File: src/rtl/video_scan_out.sv
// video_scan_out: parametrised VGA scan-out of RGB332/RGB565/XRGB8888 words from a show-ahead FIFO.
// Define VIDEO_TEST_PATTERN_EN to let test_pattern replace the FIFO stream with colour bars.
module video_scan_out #(
    parameter int M1 = 1280,
    parameter int M2 = 1328,
    parameter int M3 = 1440,
    parameter int M4 = 1688,
    parameter int M5 = 1024,
    parameter int M6 = 1025,
    parameter int M7 = 1028,
    parameter int M8 = 1066,
    parameter bit HS_NEG = 1'b0,
    parameter bit VS_NEG = 1'b0,
    parameter int BAR_SHIFT = 7
) (
    input  logic        video_clock,
    input  logic        video_reset_n,
    input  logic [1:0]  mode,
    input  logic [31:0] fifo_q,
    input  logic        fifo_empty,
    output logic        fifo_rdreq,
    input  logic        clr_underflow,
    input  logic        test_pattern,
    output logic [9:0]  oVGA_R,
    output logic [9:0]  oVGA_G,
    output logic [9:0]  oVGA_B,
    output logic        oVGA_BLANK_N,
    output logic        oVGA_HS,
    output logic        oVGA_VS,
    output logic        oVGA_SYNC_N,
    output logic        oVGA_CLOCK,
    output logic        frame_start,
    output logic [15:0] underflow_count
);
    localparam int XW = $clog2(M4);
    localparam int YW = $clog2(M8);
    localparam logic [XW-1:0] H_VIS = XW'(M1);
    localparam logic [XW-1:0] H_SS = XW'(M2);
    localparam logic [XW-1:0] H_SE = XW'(M3);
    localparam logic [XW-1:0] X_LAST = XW'(M4 - 1);
    localparam logic [YW-1:0] V_VIS = YW'(M5);
    localparam logic [YW-1:0] V_SS = YW'(M6);
    localparam logic [YW-1:0] V_SE = YW'(M7);
    localparam logic [YW-1:0] Y_LAST = YW'(M8 - 1);
    logic [XW-1:0] x;
    logic [YW-1:0] y;
    logic [1:0] mode_q;
    logic [31:0] word_q, pix_word, sel;
    logic under_q, visible, lane0, tp_act, pop, underflow, red;
    logic [2:0] bar;
    logic [9:0] fr, fg, fb, nr, ng, nb;
`ifdef VIDEO_TEST_PATTERN_EN
    assign tp_act = test_pattern;
    assign bar = x[BAR_SHIFT+2:BAR_SHIFT];
`else
    logic unused_test_pattern;
    assign unused_test_pattern = test_pattern;
    assign tp_act = 1'b0;
    assign bar = 3'b000;
`endif
    assign visible = (x < H_VIS) && (y < V_VIS);
    assign lane0 = mode_q == 2'd2 || (mode_q == 2'd1 ? !x[0] : x[1:0] == 2'd0);
    assign pop = visible && lane0 && !fifo_empty && !tp_act;
    assign underflow = visible && lane0 && fifo_empty && !tp_act;
    assign fifo_rdreq = pop && video_reset_n;
    // lane 0 shows the head word directly; later lanes replay the word stored at the pop
    assign pix_word = lane0 ? fifo_q : word_q;
    assign sel = mode_q == 2'd0 ? pix_word << {x[1:0], 3'b000} : mode_q == 2'd1 ? pix_word << {x[0], 4'b0000} : pix_word;
    assign red = lane0 ? underflow : under_q;
    always_comb begin
        fr = {sel[31:29], sel[31:29], sel[31:29], sel[31]};
        fg = {sel[28:26], sel[28:26], sel[28:26], sel[28]};
        fb = {5{sel[25:24]}};
        if (mode_q == 2'd1) begin
            fr = {2{sel[31:27]}};
            fg = {sel[26:21], sel[26:23]};
            fb = {2{sel[20:16]}};
        end else if (mode_q == 2'd2) begin
            fr = {sel[23:16], sel[23:22]};
            fg = {sel[15:8], sel[15:14]};
            fb = {sel[7:0], sel[7:6]};
        end
    end
    assign nr = !visible ? 10'd0 : tp_act ? {10{bar[2]}} : red ? 10'h3FF : fr;
    assign ng = !visible ? 10'd0 : tp_act ? {10{bar[1]}} : red ? 10'd0 : fg;
    assign nb = !visible ? 10'd0 : tp_act ? {10{bar[0]}} : red ? 10'd0 : fb;
    assign oVGA_SYNC_N = 1'b1;
    assign oVGA_CLOCK = video_clock;
    always_ff @(posedge video_clock or negedge video_reset_n) begin
        if (!video_reset_n) begin
            x <= '0;
            y <= '0;
            mode_q <= 2'd0;
            word_q <= '0;
            under_q <= 1'b0;
            oVGA_R <= '0;
            oVGA_G <= '0;
            oVGA_B <= '0;
            oVGA_BLANK_N <= 1'b0;
            oVGA_HS <= HS_NEG;
            oVGA_VS <= VS_NEG;
            frame_start <= 1'b0;
            underflow_count <= '0;
        end else begin
            x <= x == X_LAST ? '0 : x + 1'b1;
            if (x == X_LAST) y <= y == Y_LAST ? '0 : y + 1'b1;
            if (x == X_LAST && y == Y_LAST) mode_q <= mode == 2'd3 ? 2'd0 : mode;
            if (pop) word_q <= fifo_q;
            if (visible && lane0 && !tp_act) under_q <= fifo_empty;
            oVGA_R <= nr;
            oVGA_G <= ng;
            oVGA_B <= nb;
            oVGA_BLANK_N <= visible;
            oVGA_HS <= HS_NEG ^ (x >= H_SS && x < H_SE);
            oVGA_VS <= VS_NEG ^ (y >= V_SS && y < V_SE);
            frame_start <= x == '0 && y == V_SS;
            underflow_count <= clr_underflow ? '0 : underflow && underflow_count != 16'hFFFF ? underflow_count + 16'd1 : underflow_count;
        end
    end
endmodule

File: config.mk
export PLATFORM = sky130hd
export DESIGN_NAME = video_scan_out
export DESIGN_NICKNAME = d
export VERILOG_FILES = /design/src/rtl/video_scan_out.sv
export SDC_FILE = /design/constraint.sdc
export NUM_CORES = 1
export LEC_CHECK = 0
export ABC_CLOCK_PERIOD_IN_PS = 3100
export CAP_MARGIN = 20
export CORE_MARGIN = 5
export CORE_UTILIZATION = 30
export DETAILED_ROUTE_END_ITERATION = 7
export HOLD_SLACK_MARGIN = 0.05
export SYNTH_ARGS = -nofsm -noshare
export SYNTH_HDL_FRONTEND = slang
export SYNTH_SLANG_ARGS = --single-unit
File: constraint.sdc
create_clock -name video_clock -period 3.1 [get_ports video_clock]
set_input_delay 0.62 -clock video_clock [delete_from_list [all_inputs] [get_ports video_clock]]
set_output_delay 0.62 -clock video_clock [all_outputs]
set_load 0.005 [all_outputs]
==> run metrics, run 1 <==
status=finished clean; Syn Std Cell Area=6140 um2; combinational share of power=0.104; Primary FF master, synth=sky130_fd_sc_hd__dfrtp_1; count of state elements after synthesis=107; iteration count of the initial detailed-routing pass=5; Initial Util=0.304; iteration-0 DRC count of the detailed router=379; Min Clock Period, post-route=2.86 ns; Clock Skew=0.00673 ns; dominant cell by count in the synthesized netlist=sky130_fd_sc_hd__dfrtp_1; Max stage delay on crit path=0.43 ns; family of cells with the greatest summed delay on the critical path=compound AO/OA/AOI/OAI gates; slack of the worst reg-to-reg path=0.24 ns; number of hold violations in the final report=0; period utilisation layout=0.924; cell accounting for the most synthesized area=sky130_fd_sc_hd__dfrtp_1; Clk pwr share=0.423; Synth top area share=0.436; # nets final=748; series of cell instances along the critical path=clkinv_1 -> ha_2 -> buf_4 -> and3b_2 -> a31oi_4 -> buf_4 -> mux2i_1 -> a32oi_1 -> a211oi_2 -> nor4_1; die footprint=23400 um2; fmax=349 MHz; antenna violations before repair=1; total leakage power=0.00323 uW; highest ir drop seen on vdd=0.000261 V; clock tree from TritonCTS=built; library cell appearing most often on the critical path=sky130_fd_sc_hd__buf_4; sequential fraction of design power=0.473; synth top area cells=sky130_fd_sc_hd__dfrtp_1, sky130_fd_sc_hd__mux2_4, sky130_fd_sc_hd__nor2_1, sky130_fd_sc_hd__mux2i_1, sky130_fd_sc_hd__nand2_1; launch instance of the worst register-to-register path=x[0]$_DFF_PN0_; total congestion overflow after global routing=0; mean number of vias per cell=5.21; number of flops mapped to enable cells by yosys=0; max-capacitance violation count=0; most common library cells after synthesis=sky130_fd_sc_hd__dfrtp_1, sky130_fd_sc_hd__nor2_1, sky130_fd_sc_hd__nand2_1, sky130_fd_sc_hd__o21ai_0, sky130_fd_sc_hd__nand3_1; net switching fraction of the power=0.238; first-pass GRT wire length=28100 um; number of buffers and inverters on the critical path=3; crit start category=register; Internal Dissipation=2420 uW; share of post-route cells with drive strength above 1=0.155; Die Height=153 um; Arrival @ worst endpoint=3.21 ns; final setup violating endpoints=0; cell at the slowest stage of the critical path=sky130_fd_sc_hd__a211oi_2; gp weighted congestion=0.849; maximum number of pins on one net before global-route repair=58; type of the worst setup path=register to register; area of the multi-input gates=3200 um2; synth unique cells=76; DRT Wirelength=17800 um; required time at the endpoint of the critical path=3.44 ns; number of cell rows=52; class of the most critical hold timing path=primary input to asynchronous set/reset pin; sum of negative setup slack=0 ns; Pwr per Cell Area=410 nW/um2; routed wirelength normalized by instance count=18.2 um; first element of the critical path=x[0]$_DFF_PN0_; Finished Cell Area=7750 um2; area used by sequential logic in the layout=2680 um2; count of mapped cells out of synthesis=610; net count of the mapped netlist=654; clock transition time at the flip-flop clock pins of the worst setup and hold paths=0.07 ns; worst slew margin relative to its limit=0.531; Antenna Diode Count=0; worst-margin pin slew=0.704 ns; post-DP HPWL=12900 um; clock insertion delay at the later pin of the skew report=0.47 ns; DRC errors left=0; final-layout fill cell count=2027; area delta synth->final=26.3%; net switching power=756 uW; type of destination of the critical path=register; Chip Width=153 um; setup repair after global routing missed its margin=false; placed instance area=7350 um2; average cell area after synthesis=10.1 um2; number of global-route vias before repair=5027; antenna-violating nets left=0; number of I/O port buffers=89; Ports=92; area of the placeable core=20200 um2; fraction of registers with async set or reset after synthesis=1.00; number of max-slew violations in the final report=0; vias=5098; Global Route Usage Sum=0.150; Synthesis Warnings=0; maximum fanout along the worst path=20; part of the Yosys area used for sequential elements=0.436
## kinds of logic after synthesis
| family | share of synthesized area |
|---|---|
| AOI/OAI and AO/OA | 0.159 |
| xor gates and xnor gates | 0.0385 |
| adders and majority gates | 0.0102 |
| buffers and inverters | 0.0461 |
| DFF | 0.436 |
| muxes | 0.119 |
| other | 0.000611 |
| and+or+nand+nor | 0.190 |
## layout by cell type, fill, tap and decap left out, types with 7 or more instances in the layout
cell and n:
sky130_fd_sc_hd__o21ai_0 26, sky130_fd_sc_hd__dfrtp_1 107, sky130_fd_sc_hd__nand2b_1 11, sky130_fd_sc_hd__nor4_1 7, sky130_fd_sc_hd__xnor2_1 9, sky130_fd_sc_hd__nor3_1 11
sky130_fd_sc_hd__nor2b_1 11, sky130_fd_sc_hd__a31oi_1 12, sky130_fd_sc_hd__clkdlybuf4s50_1 87, sky130_fd_sc_hd__or3_1 7, sky130_fd_sc_hd__mux2i_1 18, sky130_fd_sc_hd__a21oi_1 22
sky130_fd_sc_hd__mux2_4 23, sky130_fd_sc_hd__inv_1 13, sky130_fd_sc_hd__buf_4 31, sky130_fd_sc_hd__mux2_2 12, sky130_fd_sc_hd__a211oi_1 13, sky130_fd_sc_hd__clkbuf_16 12
sky130_fd_sc_hd__nand4_1 14, sky130_fd_sc_hd__nor2_1 55, sky130_fd_sc_hd__nand2_1 45, sky130_fd_sc_hd__and3_1 8, sky130_fd_sc_hd__xor2_1 18, sky130_fd_sc_hd__nand3_1 24
## final cells by class
type,instances,share of cell area
flip-flops and latches,107,0.346
clock inverters,5,0.00484
multi-input cells,449,0.412
repair buffers,118,0.143
clock buffers,15,0.0436
inverters,15,0.00727
well taps,270,0.0436
## final timing paths
check | endpoint | cells after the start
max in group asynchronous | underflow_count[13]$_DFFE_PN0P_ | 3
min in group video_clock | y[9]$_DFFE_PN0N_ | 1
max reg2reg | oVGA_B[5]$_DFF_PN0_ | 10
min | y[0]$_DFFE_PN0N_ | 2
max | oVGA_B[5]$_DFF_PN0_ | 10
min reg2reg | y[9]$_DFFE_PN0N_ | 1
## flip-flops by register name, indices dropped and copies added (netlist names)
| signal | flops |
|---|---|
| word_q | 32 |
| underflow_count | 16 |
| x | 11 |
| y | 11 |
| oVGA_B | 10 |
| oVGA_G | 10 |
| oVGA_R | 10 |
| mode_q | 2 |
| frame_start | 1 |
| oVGA_BLANK_N | 1 |
| oVGA_HS | 1 |
| oVGA_VS | 1 |
| under_q | 1 |
## power by group through the flow
stage / logic, uW / registers, uW / clock network, uW
after global placement: 331 / 1530 / 27.2
after global routing: 359 / 1510 / 1440
after floorplan: 153 / 1520 / 20.9
after detailed placement: 334 / 1530 / 27.2
after CTS: 335 / 1500 / 1380
final: 331 / 1500 / 1340
## repair_timing
item	in CTS	in global routing
buffers inserted	1	1
pin swaps	1	0
endpoints found under the hold margin	0	0
hold buffers	0	0
endpoints found under the setup margin	1	1
resized for setup	6	1
gates cloned	0	0
## metal layers
| metal | global-route usage | part of all wire | vias up |
|---|---|---|---|
| met4 | 0.0505 | 0.023 | 0 |
| li1 | - | - | 2417 |
| met2 | 0.239 | 0.47 | 136 |
| met3 | 0.0385 | 0.044 | 24 |
| met1 | 0.201 | 0.47 | 2521 |
| met5 | 0 | 0 | - |
## through the flow
step | hold slack (ns) | setup slack (ns) | instances | total power [uW] | util
2_1_floorplan | 0.324 | 0.232 | 610 | 1690 | -
3_3_place_gp | 0.477 | 0.154 | 958 | 1880 | 0.364
3_5_place_dp | 0.476 | 0.143 | 958 | 1890 | 0.364
4_1_cts | 0.342 | 0.0624 | 978 | 3210 | 0.384
5_1_grt | 0.373 | 0.137 | 979 | 3310 | 0.384
6_report | 0.301 | 0.236 | 979 | 3170 | 0.384
Note: power is estimated with default switching activity, not from simulation.
==> run 2: changes to the inputs <==
Settings changed: CORE_UTILIZATION 30 to 45, PLACE_DENSITY set to 0.68, SKIP_LAST_GASP set to 1, SLEW_MARGIN set to 20.
==> run metrics, run 2 (synthesized netlist as in run 1, its figures left out) <==
number of buffers and inverters on the critical path=2 (-1); setup repair after global routing missed its margin=false; type of the worst setup path=register to output port; worst reg-to-reg path cell count=11 (+1); series of cell instances along the critical path=clkinv_1 -> ha_4 -> nand2b_4 -> a211oi_4 -> or3_4 -> nor2_1 -> clkdlybuf4s50_1; DRC errors left=0 (unchanged); number of I/O port buffers=89 (unchanged); sum of negative setup slack=0 ns (unchanged); Ports=92 (unchanged); Most flops, register=word_q; maximum fanout along the worst path=4 (-80%); area delta synth->final=24.9%; die footprint=16100 um2 (-31%); class of the most critical hold timing path=primary input to asynchronous set/reset pin; Pwr per Cell Area=434 nW/um2 (+5.9%); fmax=339 MHz (-2.9%); max-capacitance violation count=0 (unchanged); DRT Wirelength=17400 um (-2.4%); post-DP HPWL=12400 um (-4.5%); gp weighted congestion=0.957 (+13%); number of max-slew violations in the final report=0 (unchanged); Max stage delay on crit path=0.50 ns (+0.07 ns); number of global-route vias before repair=5176 (+3.0%); number of cell rows=42 (-19%); clock insertion delay at the later pin of the skew report=0.47 ns (about the same); total leakage power=0.00323 uW (about the same); routed wirelength normalized by instance count=19.7 um (+8.3%); Arrival @ worst endpoint=2.33 ns (-0.88 ns); slack of the worst reg-to-reg path=0.22 ns (-0.02 ns); type of destination of the critical path=output port; Initial Util=0.462 (+0.157); worst-margin pin slew=0.841 ns (+0.137 ns); antenna-violating nets left=0 (unchanged); Antenna Diode Count=0 (unchanged); Largest regs=word_q: 32 flops, underflow_count: 16 flops; total congestion overflow after global routing=0 (unchanged); Chip Width=127 um (-17%); Global Route Usage Sum=0.220 (+0.0691); iteration count of the initial detailed-routing pass=5 (unchanged); hold-fix buffer count after cts=0 (unchanged); first-pass GRT wire length=27900 um (-0.86%); required time at the endpoint of the critical path=2.48 ns (-0.96 ns); final setup violating endpoints=0 (unchanged); crit start category=register; Min Clock Period, post-route=2.95 ns (+0.0861 ns); number of hold violations in the final report=0 (unchanged); Clock Skew=0.0101 ns (+0.00336 ns); critical register-to-register path endpoint=oVGA_G[9]$_DFF_PN0_; Die Height=127 um (-17%); clock transition time at the flip-flop clock pins of the worst setup and hold paths=0.07 ns (about the same); maximum number of pins on one net before global-route repair=68 (+17%); share of post-route cells with drive strength above 1=0.152 (-0.00359); highest ir drop seen on vdd=0.000228 V (-12%); launch instance of the worst register-to-register path=x[0]$_DFF_PN0_; family of cells with the greatest summed delay on the critical path=simple AND/OR/NAND/NOR gates; # nets final=745 (-0.40%); period utilisation layout=0.952 (+0.0278); area of the placeable core=13300 um2 (-34%); highest-count cells in the layout ignoring fill and taps=sky130_fd_sc_hd__dfrtp_1, sky130_fd_sc_hd__clkdlybuf4s50_1, sky130_fd_sc_hd__nor2_1; clock tree from TritonCTS=built; vias=5266 (+3.3%); iteration-0 DRC count of the detailed router=559 (+47%); commonest non-fill, non-tap cell in the layout=sky130_fd_sc_hd__dfrtp_1; number of flip-flops in the largest register=32 (unchanged); status=finished clean; mean number of vias per cell=5.97 (+15%); worst slew margin relative to its limit=0.439 (-0.0912); cell at the slowest stage of the critical path=sky130_fd_sc_hd__clkdlybuf4s50_1; Total Power Consumption=3320 uW (+4.7%); antenna violations before repair=0 (-1)
[run 2: cell types whose count changed in the layout (fill, tap and decap cells not counted), sizes merged]
| cell | change |
|---|---|
| buf | -3 |
| dlymetal6s2s | -1 |
| bufinv | +2 |
| clkinv | -1 |
| clkinvlp | -2 |
| inv | +1 |
| clkdlybuf4s50 | +1 |
[run 2: final cells by class]
cell class                      instances  area, um2
Fill cell                            1158       5630
Multi-Input combinational cell        449       3200
Sequential cell                       107       2680
Timing Repair Buffer                  115       1080
Clock buffer                           15        338
Tap cell                              176        220
Clock inverter                          5       82.6
Inverter                               15       56.3
[run 2: power breakdown]
group | switching [uW] | internal, uW | total (uW)
Clock | 554 | 941 | 1490
Sequential | 42.5 | 1460 | 1500
Combinational | 146 | 181 | 327
Total | 742 | 2580 | 3320
[run 2: worst max path at each step]
| stage | start | to | slack [ns] | cells after the start |
|---|---|---|---|---|
| after floorplan | x[0]$_DFF_PN0_ | fifo_rdreq | 0.23 | 10 |
| after global placement | fifo_empty | fifo_rdreq | 0.20 | 4 |
| after detailed placement | fifo_empty | fifo_rdreq | 0.20 | 4 |
| after CTS | x[0]$_DFF_PN0_ | fifo_rdreq | 0.006 | 7 |
| after global routing | x[0]$_DFF_PN0_ | fifo_rdreq | 0.05 | 7 |
| final | x[0]$_DFF_PN0_ | fifo_rdreq | 0.15 | 7 |
[run 2: repair_timing]
| action | CTS | global route |
|---|---|---|
| cloned | 0 | 0 |
| resized for setup | 4 | 3 |
| endpoints found under the hold margin | 0 | 0 |
| endpoints found under the setup margin | 1 | 1 |
| setup buffers | 1 | 0 |
| pin swaps | 1 | 0 |
[run 2: metrics by stage]
stage	hold WS [ns]	utilization	setup WS (ns)	std cells	cell area, um2
floorplan	0.324	-	0.232	610	6140
global placement	0.471	0.543	0.203	862	7210
detailed placement	0.486	0.543	0.198	862	7210
CTS	0.240	0.576	0.00623	882	7660
global route	0.272	0.576	0.0481	882	7660
finish	0.212	0.576	0.150	882	7660
[run 2: per-layer routing]
metal | global-route usage | wire, um
met1 | 0.296 | 7430
met2 | 0.335 | 8120
met3 | 0.0509 | 1320
met4 | 0.103 | 504
met5 | 0 | 0
==> run 3: changes to the inputs <==
Settings changed: MAX_ROUTING_LAYER set to met4, SLEW_MARGIN 20 to not set.
==> run metrics, run 3 (synthesized netlist as in run 1, its figures left out) <==
status=finished clean; antenna violations before repair=0 (unchanged); iteration-0 DRC count of the detailed router=511 (-8.6%); routed wirelength normalized by instance count=19.8 um (+0.32%); period utilisation layout=0.935 (-0.0170); Clk pwr share=0.432 (-0.018); first-pass GRT wire length=28000 um (+0.34%); clock tree from TritonCTS=built; # nets final=750 (+0.67%); antenna-violating nets left=0 (unchanged); Largest regs=word_q: 32 flops, underflow_count: 16 flops; Clock Skew=0.00953 ns (-0.000554 ns); area of the placeable core=13300 um2 (unchanged); final-layout fill cell count=1151 (-0.60%); share of post-route cells with drive strength above 1=0.159 (+0.00737); maximum fanout along the worst path=7 (+3); number of global-route vias before repair=5097 (-1.5%); Ports=92 (unchanged); Min Clock Period, post-route=2.90 ns (-0.0526 ns); number of max-slew violations in the final report=0 (unchanged); class of the most critical hold timing path=register to register; worst reg-to-reg path cell count=11 (unchanged); combinational share of power=0.103 (+0.005); number of I/O port buffers=89 (unchanged); Final Core Density=0.579 (+0.00273); DRT Wirelength=17500 um (+0.89%); number of cells on the worst hold path=1; type of the worst setup path=register to output port; number of buffers and inverters on the critical path=1 (-1); stages on the worst setup path=5 (-2); sum of negative setup slack=0 ns (unchanged); commonest non-fill, non-tap cell in the layout=sky130_fd_sc_hd__dfrtp_1; Die Height=127 um (unchanged); cell at the slowest stage of the critical path=sky130_fd_sc_hd__dfrtp_2; total leakage power=0.00325 uW (+0.47%); worst-margin pin slew=0.883 ns (+0.0424 ns); placed cell count=862 (unchanged); iteration count of the initial detailed-routing pass=5 (unchanged); Global Route Usage Sum=0.227 (+0.00731); endpoint with the worst hold slack=y[9]$_DFFE_PN0N_; Final Instance Count excl. Fillers=887 (+0.57%); net switching power=727 uW (-2.0%); highest-count cells in the layout ignoring fill and taps=sky130_fd_sc_hd__dfrtp_1, sky130_fd_sc_hd__clkdlybuf4s50_1, sky130_fd_sc_hd__nor2_1; worst slew margin relative to its limit=0.409 (-0.0309); DRC errors left=0 (unchanged); family of cells with the greatest summed delay on the critical path=simple AND/OR/NAND/NOR gates; launch instance of the worst register-to-register path=x[0]$_DFF_PN0_; worst hold margin=0.504 ns (+0.292 ns); Max stage delay on crit path=0.50 ns (about the same); sequential fraction of design power=0.465 (+0.013); highest ir drop seen on vdd=0.000294 V (+29%); clock transition time at the flip-flop clock pins of the worst setup and hold paths=0.07 ns (about the same); number of flip-flops in the largest register=32 (unchanged); critical register-to-register path endpoint=oVGA_G[3]$_DFF_PN0_; number of cell rows=42 (unchanged); hold path startpoint=y[9]$_DFFE_PN0N_; number of hold violations in the final report=0 (unchanged); clock insertion delay at the later pin of the skew report=0.47 ns (about the same); Antenna Diode Count=0 (unchanged); total congestion overflow after global routing=0 (unchanged); Most flops, register=word_q; Chip Width=127 um (unchanged); die footprint=16100 um2 (unchanged); area delta synth->final=25.4%; mean number of vias per cell=6.01 (+0.72%); series of cell instances along the critical path=nor3b_4 -> a211oi_4 -> or3_4 -> nor2_2 -> clkdlybuf4s50_1; post-DP HPWL=12600 um (+1.7%); gp weighted congestion=0.974 (+1.8%); Arrival @ worst endpoint=2.28 ns (-0.05 ns); setup repair after global routing missed its margin=false; type of destination of the critical path=output port; Internal Dissipation=2500 uW (-3.0%); required time at the endpoint of the critical path=2.48 ns (about the same); Pwr per Cell Area=420 nW/um2 (-3.3%); Initial Util=0.462 (unchanged); slack of the worst reg-to-reg path=0.24 ns (+0.02 ns); maximum number of pins on one net before global-route repair=85 (+25%); vias=5334 (+1.3%); crit start category=register; fmax=345 MHz (+1.8%); net switching fraction of the power=0.225 (+0.00190); final setup violating endpoints=0 (unchanged); max-capacitance violation count=0 (unchanged)
## run 3: layout make-up
type | count | area, um2 | area share
multi-input cells | 449 | 3210 | 0.417
flip-flops and latches | 107 | 2680 | 0.348
repair buffers | 120 | 1140 | 0.148
clock buffers | 17 | 345 | 0.0449
well taps | 176 | 220 | 0.0286
inverters | 15 | 56.3 | 0.00731
clock inverters | 3 | 43.8 | 0.00569
## run 3: how the worst max path moves through the flow
stage | from | end | slack (ns)
final | mode_q[1]$_DFFE_PN0P_ | fifo_rdreq | 0.20
after global routing | x[0]$_DFF_PN0_ | oVGA_G[3]$_DFF_PN0_ | 0.11
after global placement | fifo_empty | fifo_rdreq | 0.20
after CTS | mode_q[1]$_DFFE_PN0P_ | fifo_rdreq | 0.005
after detailed placement | fifo_empty | fifo_rdreq | 0.20
after floorplan | x[0]$_DFF_PN0_ | fifo_rdreq | 0.23
## run 3: power by group through the flow
stage / Clock, uW / Sequential, uW / Combinational, uW
global placement: 27.2 / 1520 / 321
global route: 1490 / 1510 / 361
finish: 1400 / 1500 / 333
CTS: 1430 / 1500 / 330
detailed placement: 27.2 / 1530 / 328
floorplan: 20.9 / 1520 / 153
## run 3: what timing repair did
action / in CTS / in global routing
hold buffers: 1 / 0
setup endpoints to repair: 1 / 1
endpoints found under the hold margin: 11 / 0
resized for setup: 5 / 6
buffers inserted: 3 / 1
pin swaps: 1 / 1
## run 3: stage by stage
step                cell area, um2  worst slack, ns  total power (uW)
floorplan                     6140            0.232              1690
global placement              7210            0.204              1870
detailed placement            7210            0.200              1880
CTS                           7650          0.00472              3260
global route                  7700            0.105              3360
finish                        7700            0.203              3230
## run 3: routing by layer
metal	global-route usage	routed length, um	vias up	part of all wire
li1	-	-	2419	-
met2	0.337	8240	210	0.47
met5	-	0	-	0
met4	0.104	438	0	0.025
met1	0.302	7530	2677	0.43
met3	0.0420	1330	28	0.076
